===== src/rtl/mastermind_core.sv =====
// rtl/mastermind_core.sv - Mastermind game engine: guess entry, turn history, sequential scoring, win/lose FSM
module mastermind_core #(
  parameter int N_PEGS    = 4,
  parameter int COLOR_W   = 3,
  parameter int MAX_TURNS = 8,
  localparam int GW     = N_PEGS * COLOR_W,
  localparam int CUR_W  = $clog2(N_PEGS),
  localparam int CNT_W  = $clog2(N_PEGS + 1),
  localparam int TURN_W = $clog2(MAX_TURNS + 1)
) (
  input  logic              clk,
  input  logic              rst,
  input  logic              mode,
  input  logic              btn_select,
  input  logic              btn_left,
  input  logic              btn_right,
  input  logic              btn_up,
  input  logic              btn_down,
  input  logic              code_valid,
  input  logic [GW-1:0]     code_in,
  output logic [GW-1:0]     guess_out,
  output logic [CUR_W-1:0]  cursor,
  output logic [TURN_W-1:0] hist_sel,
  output logic [GW-1:0]     hist_guess,
  output logic [CNT_W-1:0]  hist_exact,
  output logic [CNT_W-1:0]  hist_partial,
  output logic [TURN_W-1:0] turn_count,
  output logic              busy,
  output logic              game_over,
  output logic              win
);

  localparam int N_COLORS = 2 ** COLOR_W;
  localparam int SC_W     = COLOR_W + 1;
  localparam int IDX_W    = (MAX_TURNS > 1) ? $clog2(MAX_TURNS) : 1;

  typedef enum logic [2:0] {S_IDLE, S_ENTRY, S_SCORE, S_WIN, S_LOSE} state_t;

  state_t              state_q, state_d;
  logic [GW-1:0]       code_q, code_d, guess_q, guess_d, guess_stepped;
  logic [CUR_W-1:0]    cursor_q, cursor_d;
  logic [TURN_W-1:0]   hist_sel_q, hist_sel_d, turn_q, turn_d;
  logic [SC_W-1:0]     score_cnt_q, score_cnt_d;
  logic [CNT_W-1:0]    exact_q, exact_d, total_q, total_d;
  logic [CNT_W-1:0]    exact_now, code_cnt, guess_cnt, min_cnt, total_next, partial_now;
  logic [COLOR_W-1:0]  cur_color;
  logic                score_last, hist_wr_guess, hist_wr_fb, hist_clr;
  logic [IDX_W-1:0]    wr_idx, rd_idx;

  logic [GW-1:0]       hist_guess_q   [MAX_TURNS];
  logic [CNT_W-1:0]    hist_exact_q   [MAX_TURNS];
  logic [CNT_W-1:0]    hist_partial_q [MAX_TURNS];

  // Score counter 0 clears/computes exact; counts 1..N_COLORS handle colour count-1.
  assign cur_color  = COLOR_W'(score_cnt_q - SC_W'(1));
  assign score_last = (score_cnt_q == SC_W'(N_COLORS));
  assign wr_idx     = IDX_W'(turn_q);
  assign rd_idx     = IDX_W'(hist_sel_q);

  always_comb begin
    exact_now = '0;
    code_cnt  = '0;
    guess_cnt = '0;
    for (int p = 0; p < N_PEGS; p++) begin
      if (code_q[p*COLOR_W +: COLOR_W] == guess_q[p*COLOR_W +: COLOR_W])
        exact_now = exact_now + CNT_W'(1);
      if (code_q[p*COLOR_W +: COLOR_W] == cur_color)
        code_cnt = code_cnt + CNT_W'(1);
      if (guess_q[p*COLOR_W +: COLOR_W] == cur_color)
        guess_cnt = guess_cnt + CNT_W'(1);
    end
    min_cnt     = (code_cnt < guess_cnt) ? code_cnt : guess_cnt;
    total_next  = total_q + min_cnt;
    partial_now = total_next - exact_q;
  end

  always_comb begin
    guess_stepped = guess_q;
    for (int p = 0; p < N_PEGS; p++) begin
      if (cursor_q == CUR_W'(p))
        guess_stepped[p*COLOR_W +: COLOR_W] = btn_up ?
          guess_q[p*COLOR_W +: COLOR_W] + COLOR_W'(1) :
          guess_q[p*COLOR_W +: COLOR_W] - COLOR_W'(1);
    end
  end

  always_ff @(posedge clk) begin
    if (rst) state_q <= S_IDLE;
    else     state_q <= state_d;
  end

  always_comb begin
    state_d = state_q;
    case (state_q)
      S_IDLE:  if (code_valid) state_d = S_ENTRY;
      S_ENTRY: if (!mode && btn_select) state_d = S_SCORE;
      S_SCORE: begin
        if (score_last) begin
          if (exact_q == CNT_W'(N_PEGS))                      state_d = S_WIN;
          else if (turn_q + TURN_W'(1) == TURN_W'(MAX_TURNS)) state_d = S_LOSE;
          else                                                state_d = S_ENTRY;
        end
      end
      S_WIN, S_LOSE: if (btn_select) state_d = S_IDLE;
      default: state_d = S_IDLE;
    endcase
  end

  always_comb begin
    busy      = (state_q == S_SCORE);
    game_over = (state_q == S_WIN) || (state_q == S_LOSE);
    win       = (state_q == S_WIN);
  end

  always_comb begin
    code_d        = code_q;
    guess_d       = guess_q;
    cursor_d      = cursor_q;
    hist_sel_d    = hist_sel_q;
    turn_d        = turn_q;
    score_cnt_d   = score_cnt_q;
    exact_d       = exact_q;
    total_d       = total_q;
    hist_wr_guess = 1'b0;
    hist_wr_fb    = 1'b0;
    hist_clr      = 1'b0;

    if (mode && state_q != S_IDLE) begin
      if (btn_up) begin
        if (hist_sel_q + TURN_W'(1) < turn_q) hist_sel_d = hist_sel_q + TURN_W'(1);
      end else if (btn_down) begin
        if (hist_sel_q != '0) hist_sel_d = hist_sel_q - TURN_W'(1);
      end
    end

    case (state_q)
      S_IDLE: if (code_valid) code_d = code_in;
      S_ENTRY: begin
        if (!mode) begin
          if (btn_select) begin
            hist_wr_guess = 1'b1;
            score_cnt_d   = '0;
          end else if (btn_left) begin
            cursor_d = (cursor_q == '0) ? CUR_W'(N_PEGS - 1) : cursor_q - CUR_W'(1);
          end else if (btn_right) begin
            cursor_d = (cursor_q == CUR_W'(N_PEGS - 1)) ? '0 : cursor_q + CUR_W'(1);
          end else if (btn_up || btn_down) begin
            guess_d = guess_stepped;
          end
        end
      end
      S_SCORE: begin
        score_cnt_d = score_cnt_q + SC_W'(1);
        if (score_cnt_q == '0) begin
          exact_d = exact_now;
          total_d = '0;
        end else begin
          total_d = total_next;
        end
        if (score_last) begin
          hist_wr_fb = 1'b1;
          turn_d     = turn_q + TURN_W'(1);
          hist_sel_d = turn_q;
        end
      end
      S_WIN, S_LOSE: begin
        if (btn_select) begin
          hist_clr   = 1'b1;
          guess_d    = '0;
          cursor_d   = '0;
          hist_sel_d = '0;
          turn_d     = '0;
        end
      end
      default: ;
    endcase
  end

  always_ff @(posedge clk) begin
    if (rst) begin
      code_q      <= '0;
      guess_q     <= '0;
      cursor_q    <= '0;
      hist_sel_q  <= '0;
      turn_q      <= '0;
      score_cnt_q <= '0;
      exact_q     <= '0;
      total_q     <= '0;
    end else begin
      code_q      <= code_d;
      guess_q     <= guess_d;
      cursor_q    <= cursor_d;
      hist_sel_q  <= hist_sel_d;
      turn_q      <= turn_d;
      score_cnt_q <= score_cnt_d;
      exact_q     <= exact_d;
      total_q     <= total_d;
    end
  end

  always_ff @(posedge clk) begin
    if (rst || hist_clr) begin
      for (int t = 0; t < MAX_TURNS; t++) begin
        hist_guess_q[t]   <= '0;
        hist_exact_q[t]   <= '0;
        hist_partial_q[t] <= '0;
      end
    end else begin
      if (hist_wr_guess) hist_guess_q[wr_idx] <= guess_q;
      if (hist_wr_fb) begin
        hist_exact_q[wr_idx]   <= exact_q;
        hist_partial_q[wr_idx] <= partial_now;
      end
    end
  end

  assign guess_out    = guess_q;
  assign cursor       = cursor_q;
  assign hist_sel     = hist_sel_q;
  assign turn_count   = turn_q;
  assign hist_guess   = hist_guess_q[rd_idx];
  assign hist_exact   = hist_exact_q[rd_idx];
  assign hist_partial = hist_partial_q[rd_idx];

endmodule


===== config.mk =====
export PLATFORM = sky130hd
export DESIGN_NAME = mastermind_core
export DESIGN_NICKNAME = d
export VERILOG_FILES = /design/src/rtl/mastermind_core.sv
export SDC_FILE = /design/constraint.sdc
export NUM_CORES = 1
export LEC_CHECK = 0
export ABC_AREA = 1
export CAP_MARGIN = 10
export CORE_AREA = 2 2 163 165
export CTS_BUF_LIST = sky130_fd_sc_hd__clkbuf_8
export DETAILED_ROUTE_END_ITERATION = 7
export DIE_AREA = 0 0 165 167
export GPL_TIMING_DRIVEN = 0
export PLACE_DENSITY = 0.57
export SLEW_MARGIN = 10
export SYNTH_ARGS = -nofsm -noshare
export SYNTH_HDL_FRONTEND = slang
export SYNTH_SLANG_ARGS = --single-unit

===== constraint.sdc =====
create_clock -name clk -period 6.85 [get_ports clk]
set_input_delay 0.685 -clock clk [delete_from_list [all_inputs] [get_ports clk]]
set_output_delay 0.685 -clock clk [all_outputs]
set_load 0.1 [all_outputs]

# --- After elaboration in Yosys (flattened, before gate mapping) ---
# Memories as Yosys holds them, arrays and structs flattened. A register that Yosys moved wholly into a read port is not among the register bits.
# Cells that the tools add are included.
# Widths: inputs -> output; s select.
totals:
  ff_bits: 47
  ramBits: 144
  out_inout_bits: 43
  elab_cells: 191
  n_memories: 3
mem_list:
  columns: ["memory", "depth", "width", "rd", "rd_clocked_by_memory_dff", "write_ports", "line", "source"]
  rows:
  - ["hist_guess_q", 8, 12, 1, 1, 8, "50", "logic [GW-1:0] hist_guess_q [MAX_TURNS];"]
  - ["hist_exact_q", 8, 3, 1, 1, 8, "51", "logic [CNT_W-1:0] hist_exact_q [MAX_TURNS];"]
  - ["hist_partial_q", 8, 3, 1, 1, 8, "52", "logic [CNT_W-1:0] hist_partial_q [MAX_TURNS];"]
classes:
  addsub: 26
  order_cmp: 2
  n_eq_ne: 37
  muxes: 83
  reduce_logical: 28
ops:
  columns: ["operator", "n"]
  rows:
  - ["$mux 3", 33]
  - ["$mux 12", 7]
  - ["$mux 4", 10]
  - ["$add 3x1->3 const B", 13]
  - ["$eq 3x3->1", 12]
  - ["$reduce_and 8->1", 4]
  - ["$ne 2x2->1 const B", 13]
  - ["$pmux 12 s2", 1]
  - ["$pmux 4 s2", 3]
  - ["$mux 1", 20]
  - ["$sub 3x1->3 const B", 5]
  - ["$mux 2", 7]
  - ["$add 4x1->4 const B", 3]
  - ["$pmux 3 s4", 1]
  - ["$reduce_or 12->1", 1]
  - ["$eq 4x4->1 const B", 2]
  - ["$eq 3x2->1 const B", 2]
  - ["$eq 3x3->1 const B", 2]
  - ["$reduce_and 3->1", 2]
  - ["$reduce_bool 2->1", 3]
  - ["$reduce_or 3->1", 2]
  - ["$reduce_and 5->1", 1]
  - ["$eq 2x2->1 const B", 2]
  - ["$logic_not 4->1", 1]
  - ["other kinds (22)", 26]

# --- Depth between registers and ports, before layout ---
# Gate-level depths: netlist of the first run.
logic_depth:
  word_depth: 14
  ltp_mapped: 31
  mapped_depth_nobuf: 31

# --- Least setup slack after synthesis of the first run ---
# OpenSTA, ideal clock, no wires.
synth_timing:
  kind: "reg-to-reg"
  startpoint: "reg guess_q[1], in the netlist guess_out[1]"
  endpoint: "mem hist_partial_q[0][2] (netlist name) (data pin)"
  setup_ps: 271
  arrival_time_ps: 4938
  required_ps: 6579
  setup_slack_ps: 1641
  path_stages_with_launch: 24
  path_buffers: 0
  path_cell_list: "dfxtp_1 > xnor2_1 > nor4_1 > ha_1 > inv_1 > nand2_1 > nand2_1 > inv_1 > ha_1 > nand2_1 > xnor2_1 > inv_1 > ha_1 > inv_1 > a21oi_1 > nand2_1 > nand2_1 > nand2_1 > ha_1 > fa_1 > fa_1 > xnor2_1 > xor2_1 > nor2_1"
synth_lines:
  columns: ["element", "line", "source"]
  rows:
  - ["from (decl)", "40", "logic [GW-1:0] code_q, code_d, guess_q, guess_d, guess_stepped;"]
  - ["from (signal assigned)", "191", "guess_q <= guess_d;"]
  - ["to (decl)", "52", null]

==> flow_summary_export.csv, run 1 <==
group,metric,value,unit
synthesis,synthTopCellsByArea,"edfxtp_1 (43%), dfxtp_1 (9.3%), nor2_1 (9.2%)",
global_routing,grt_pass1_wl,43000,um
hold_path,worstHoldStart,"total_q[2]",
setup_path,cp_slowest_cell,"nor4_1",
die,die_w,165,um
synthesis,syn_inst,1141,
hold_path,holdCritPathClass,"flop to flop",
setup_path,cp-end-kind,"flop",
synthesis,yosysMostFrequentCell,"nor2_1",
finish,drive_above_1_share,0.0917,
die,fp.dieH,167,um
synthesis,ys_seq_elements,191,
timing,rsz0062_at_grt,"false",
die,start_util,0.394,
detailed_routing,drt_iter0_markers,561,
placed_design,place.port_buffers,60,
cts,clkLatencyLatePin,470,ps
flow_run,maxCapViolCount,0,
synthesis,synth_area_leader_cell,"edfxtp_1",
detailed_routing,drc_errors,0,
timing,setup_viol,0,
synthesis,synthArstFlopShare,0,
detailed_routing,post_drt_wl_per_cell,17.8,um
finish,fin_util,0.447,
finish,fill_cells,2497,
cts,ctsResizeCount,0,
cts,clock-root-buffer,"clkbuf_8",
placed_design,gp_congestion,0.930,
die,core,0.0258,mm^2
global_routing,grt_max_degree,17,
timing,post-route-period-util,0.877,
cts,clk_pin_slew,100,ps
synthesis,synth_top_cell_area_share,0.426,
synthesis,synth_fp_nets,1196,
pwr,leakagePower,4.40,nW
setup_path,crit_top_cell,"ha_1",
die,row_count,59,
setup_path,critPathRequiredTime,7050,ps
setup_path,cp-start-kind,"flop",
cts,cts_setup_buffers,0,
setup_path,critPathArrivalTime,6210,ps
global_routing,antenna_found_initial,0,
placed_design,hpwl,21300,um
detailed_routing,vias_per_cell,5.08,
timing,final-hold-violation-count,0,
timing,fin_tns_setup,0,ps
setup_path,slowest_delay,770,ps
timing,slew_headroom,0.308,
detailed_routing,num_vias,7955,
timing,skew,10.1,ps
global_routing,grt_overflow,0,
synthesis,synth_cell_types,44,
setup_path,crit_path_start,"score_cnt_q[0]",
cts,cts_sinks,191,
cts,cts_buffers,17,
pwr,p_per_area,399,mW/mm^2
synthesis,syn_avg_cell_area,8.89,um^2
timing,maxSlewViolCount,0,
synthesis,ys_seq_area_frac,0.519,
global_routing,grt_pass1_vias,7592,
timing,period_minus_slack,6010,ps
global_routing,grtUsageTotal,0.208,
finish,syn_to_final_growth,13.5,%
finish,n_antenna_cell,0,
setup_path,worstSetupPathType,"flop to flop",
synthesis,yosysWarnings,0,
synthesis,yosys-top-cells-count,"nor2_1 (248), nand2_1 (161), edfxtp_1 (144)",
cts,cts_tree,"yes",
synthesis,synth_edf_count,144,
setup_path,regToRegStartpoint,"score_cnt_q[0]",
detailed_routing,drtAntennaViolNets,0,
die,ios,64,
timing,worstMarginPinSlew,1040,ps
finish,final_net_count,1275,
cts,cts.htree.levels,4,
synthesis,synth.cell_area,0.0101,mm^2
timing,fmax,166,MHz
detailed_routing,drt-pass1-iter-count,5,
synthesis,synth_ff_type,"edfxtp_1",
run_status,status,"complete, no violations",
cts,hold_buffers,0,
pwr,vdd_drop_max,0.321,mV
setup_path,crit_chain,"inv_2 -> ha_1 -> buf_4 -> xnor2_1 -> nor4_1 -> inv_1 -> ha_1 -> o21ai_0 -> ha_1 -> nand2_1 -> xnor2_1 -> inv_1 -> ha_1 -> inv_1 -> a21oi_1 -> nand2_1 -> nand2_1 -> nand2_1 -> ha_1 -> fa_1 -> fa_1 -> xnor2_1 -> xor2_1 -> nor2_1",
cts,clock_path_buffers,2,
detailed_routing,postRouteWirelength,27800,um
setup_path,critPathMaxFanout,10,
die,floorplan.die_area,0.0276,mm^2
-- worst max-delay path: cells and delay by family (launching register included) --
| family | cells | cell delay (ps) |
|---|---|---|
| XOR/XNOR | 4 | 1080 |
| adder cells (fa/ha/maj) | 7 | 2100 |
| flip-flops | 1 | 440 |
| buffers and inverters | 5 | 520 |
| AND/OR/NAND/NOR | 6 | 1150 |
| AO/OA/AOI/OAI | 2 | 460 |
-- placed cells by master (no fill, tap or decap), types with 5 or more instances in the layout --
cell type / synthesis / layout
nor2_1: 248 / 248
nand2_1: 161 / 161
edfxtp_1: 144 / 144
o21ai_0: 100 / 100
inv_1: 73 / 75
clkdlybuf4s50_1: 0 / 60
a21oi_1: 48 / 48
dfxtp_1: 47 / 47
ha_1: 28 / 28
nand3_1: 27 / 27
nor2_2: 27 / 27
clkbuf_1: 27 / 27
xnor2_1: 24 / 24
nor3_1: 23 / 23
o22ai_1: 19 / 19
xor2_1: 18 / 18
clkbuf_8: 0 / 17
inv_2: 12 / 12
a31oi_1: 12 / 12
clkinv_1: 10 / 11
o21ai_1: 11 / 11
nand2_4: 10 / 10
buf_6: 9 / 9
o211ai_1: 9 / 9
buf_2: 8 / 8
fa_1: 6 / 6
nand4_1: 5 / 5
a211oi_1: 5 / 5
-- stage by stage --
step / instance area, um^2 / instances / hold slack, ps / setup WS, ps / total power, mW
after floorplan: 10100 / 1141 / 445 / 1640 / 3.31
after global placement: 11200 / 1536 / 454 / 991 / 3.89
after detailed placement: 11200 / 1536 / 463 / 870 / 3.91
after CTS: 11500 / 1567 / 478 / 850 / 4.60
after global routing: 11500 / 1567 / 505 / 394 / 4.87
final: 11500 / 1567 / 475 / 839 / 4.59
-- per-layer routing --
metal / share of wire / vias to the layer above / GRT usage
li1: - / 3977 / -
met1: 0.45 / 3712 / 0.276
met2: 0.47 / 225 / 0.341
met3: 0.051 / 41 / 0.0374
met4: 0.027 / 0 / 0.0745
met5: 0 / - / 0
-- area by class of cell --
class | instances | area, um^2 | area share
flip-flops and latches | 191 | 5270 | 0.457
well taps | 335 | 419 | 0.0364
clock buffers | 17 | 234 | 0.0203
plain buffers | 51 | 284 | 0.0247
inverters | 95 | 357 | 0.0310
clock inverters | 14 | 120 | 0.0104
multi-input cells | 804 | 4240 | 0.368
repair buffers | 60 | 601 | 0.0521
-- power breakdown --
| group | total (mW) | switching [mW] | internal (mW) |
|---|---|---|---|
| Sequential | 1.62 | 0.169 | 1.45 |
| Clock | 0.702 | 0.415 | 0.286 |
| Combinational | 2.27 | 1.69 | 0.579 |
-- cells by family (layout without fill, tap and decap cells) --
kind of cell               count (synthesis)  after routing  share of synthesized area
and+or+nand+nor                          515            515                      0.219
AOI/OAI and AO/OA                        213            213                      0.116
DFF                                      191            191                      0.519
buffers and inverters                    146            237                     0.0631
xor gates and xnor gates                  42             42                     0.0363
adders and majority gates                 34             34                     0.0464
-- worst paths after layout --
path                                        endpoint  slack, ps  cells past startpoint
worst min-delay path                      total_q[2]        470                      2
worst max-delay path            hist_partial_q[7][2]        840                     24
worst max register to register  hist_partial_q[7][2]        840                     24
worst min register to register            total_q[2]        470                      2
-- registers in the layout (all words and copies together) (netlist names) --
| signal | flops |
|---|---|
| hist_sel | 4 |
| cursor | 2 |
| state_q | 3 |
| hist_exact_q | 24 |
| hist_guess_q | 96 |
| score_cnt_q | 4 |
| exact_q | 3 |
| total_q | 3 |
| turn_count | 4 |
| guess_out | 12 |
| code_q | 12 |
| hist_partial_q | 24 |
Note: power is estimated with default switching activity, not from simulation.
==> run 2, diff against run 1 <==
--- a/config.mk
+++ b/config.mk
@@ -9,6 +9,7 @@
 export CAP_MARGIN = 10
 export CORE_AREA = 2 2 163 165
 export CTS_BUF_LIST = sky130_fd_sc_hd__clkbuf_8
+export CTS_CLUSTER_SIZE = 20
 export DETAILED_ROUTE_END_ITERATION = 7
 export DIE_AREA = 0 0 165 167
 export GPL_TIMING_DRIVEN = 0
==> constraint.sdc (replaced) <==
create_clock -name clk -period 5.97 [get_ports clk]
set_input_delay 0.597 -clock clk [delete_from_list [all_inputs] [get_ports clk]]
set_output_delay 0.597 -clock clk [all_outputs]
set_load 0.1 [all_outputs]
==> run 2 against run 1 <==
Compared with the run above:
- register-to-register slack got worse by 460 ps
- sequential power increased by 15%
- largest power group unchanged
- global-route usage about the same
==> flow_summary_export.csv, run 2 (synthesized netlist as in run 1, its figures left out) <==
group,metric,value,unit
timing,setup_viol,0,
detailed_routing,drc_errors,0,
pwr,leakagePower,4.40,nW
flow_run,maxCapViolCount,0,
finish,final_net_count,1275,
cts,clock-root-buffer,"clkbuf_8",
global_routing,grt_pass1_vias,7595,
setup_path,reg2regPathDepth,25,
detailed_routing,post_drt_wl_per_cell,17.7,um
global_routing,antenna_found_initial,0,
setup_path,cp-end-kind,"flop",
cts,clk_pin_slew,100,ps
setup_path,critPathRequiredTime,6180,ps
timing,skew,9.06,ps
timing,slew_headroom,0.304,
timing,final-hold-violation-count,0,
setup_path,critPathArrivalTime,5790,ps
hold_path,whs_path_depth,2,
global_routing,grt_overflow,0,
setup_path,worstSetupPathType,"flop to flop",
timing,maxSlewViolCount,0,
die,fp.dieH,167,um
timing,worstMarginPinSlew,1040,ps
setup_path,regToRegStartpoint,"score_cnt_q[0]",
finish,regArea,0.00527,mm^2
hold_path,holdCritPathClass,"flop to flop",
timing,period_minus_slack,5590,ps
global_routing,grt_max_degree,17,
setup_path,cp-start-kind,"flop",
detailed_routing,vias_per_cell,5.05,
cts,cts_buffers,17,
detailed_routing,drt-pass1-iter-count,5,
timing,post-route-period-util,0.936,
pwr,vdd_drop_max,0.370,mV
die,floorplan.die_area,0.0276,mm^2
die,start_util,0.394,
die,row_count,59,
finish,drive_above_1_share,0.0950,
die,die_w,165,um
placed_design,gp_congestion,0.930,
placed_design,hpwl,21300,um
cts,clock_path_buffers,2,
setup_path,critPathMaxFanout,8,
setup_path,reg2reg_to,"hist_partial_q[7][2]",
finish,mostFrequentLayoutCells,"nor2_1 (248), nand2_1 (161), edfxtp_1 (144)",
cts,cts_tree,"yes",
cts,cts_sinks,191,
timing,fin_tns_setup,0,ps
die,ios,64,
setup_path,ff2ff_setup_slack,380,ps
finish,reg_top3,"hist_guess_q: 96 flops, hist_exact_q: 24 flops, hist_partial_q: 24 flops",
detailed_routing,num_vias,7914,
global_routing,grtUsageTotal,0.208,
finish,final_common_cell,"nor2_1",
finish,n_antenna_cell,0,
hold_path,whs_endpoint,"total_q[2]",
finish,fill_cells,2498,
run_status,status,"complete, no violations",
cts,cts_setup_buffers,0,
finish,largest_reg_flops,96,
pwr,p_per_area,457,mW/mm^2
finish,regMostFlops,"hist_guess_q",
cts,cts.htree.levels,4,
die,core,0.0258,mm^2
hold_path,worstHoldStart,"total_q[2]",
pwr,total_power,5.28,mW
placed_design,place.port_buffers,60,
finish,syn_to_final_growth,13.9,%
detailed_routing,drt_iter0_markers,502,
global_routing,grt_pass1_wl,43000,um
finish,multiInputGateArea,0.00427,mm^2
detailed_routing,drtAntennaViolNets,0,
timing,fmax,179,MHz
cts,clkLatencyLatePin,460,ps
detailed_routing,postRouteWirelength,27800,um
run 2: stage by stage:
stage,worst slack [ps],utilization,instances,hold slack (ps),area (um^2)
global route,-22.4,0.448,1567,505,11600
detailed placement,-10.1,0.433,1536,463,11200
floorplan,761,-,1141,445,10100
global placement,111,0.433,1536,454,11200
finish,384,0.448,1567,475,11600
CTS,156,0.447,1567,478,11500
run 2: how the worst max path moves through the flow:
stage | endpoint | slack (ps) | startpoint
after floorplan | hist_partial_q[0][2] | 760 | guess_out[1]
after global placement | hist_partial_q[2][2] | 110 | score_cnt_q[0]
after detailed placement | hist_partial_q[7][2] | -10 | score_cnt_q[0]
after CTS | hist_partial_q[7][2] | 160 | score_cnt_q[0]
after global routing | hist_partial_q[2][2] | -20 | score_cnt_q[0]
final | hist_partial_q[7][2] | 380 | score_cnt_q[0]
run 2: worst max-delay path: stages, from the launching register on:
cell and delay (ps):
dfxtp_1 440, inv_2 100, ha_1 240, nand2_2 130, nand2_2 160, xor2_1 170, nor3_1 460, ha_1 370
nand3_1 120, nand2_1 80, inv_1 60, ha_1 130, nand2_1 60, xor2_1 170, ha_1 300, inv_1 40
a21oi_1 200, nand2_1 110, nand2_1 60, nand2_1 50, ha_1 190, fa_1 490, fa_1 430, xnor2_1 250
xor2_2 410, nor2_1 80
run 2: repair_timing:
item	CTS	global route
hold buffers	0	0
hold endpoints to repair	0	0
pin swaps	0	1
setup endpoints to repair	8	8
gates resized for setup	1	4
run 2: area by class of cell:
cell class	count	share of cell area
Inverter	95	0.0309
Tap cell	335	0.0363
Timing Repair Buffer	60	0.0520
Buffer	51	0.0246
Multi-Input combinational cell	804	0.370
Clock buffer	17	0.0203
Sequential cell	191	0.456
Clock inverter	14	0.0104
run 2: where the power goes:
group / total [mW] / switching [mW] / internal (mW)
clock network: 0.801 / 0.473 / 0.329
registers: 1.86 / 0.195 / 1.66
logic: 2.63 / 1.96 / 0.665
total: 5.28 / 2.63 / 2.65
run 2: routing by layer:
| layer | vias to the layer above | share of wire | GRT usage |
|---|---|---|---|
| met5 | - | 0 | 0 |
| met4 | 0 | 0.027 | 0.0745 |
| met3 | 41 | 0.053 | 0.0374 |
| met2 | 208 | 0.47 | 0.341 |
| met1 | 3692 | 0.45 | 0.276 |
| li1 | 3973 | - | - |
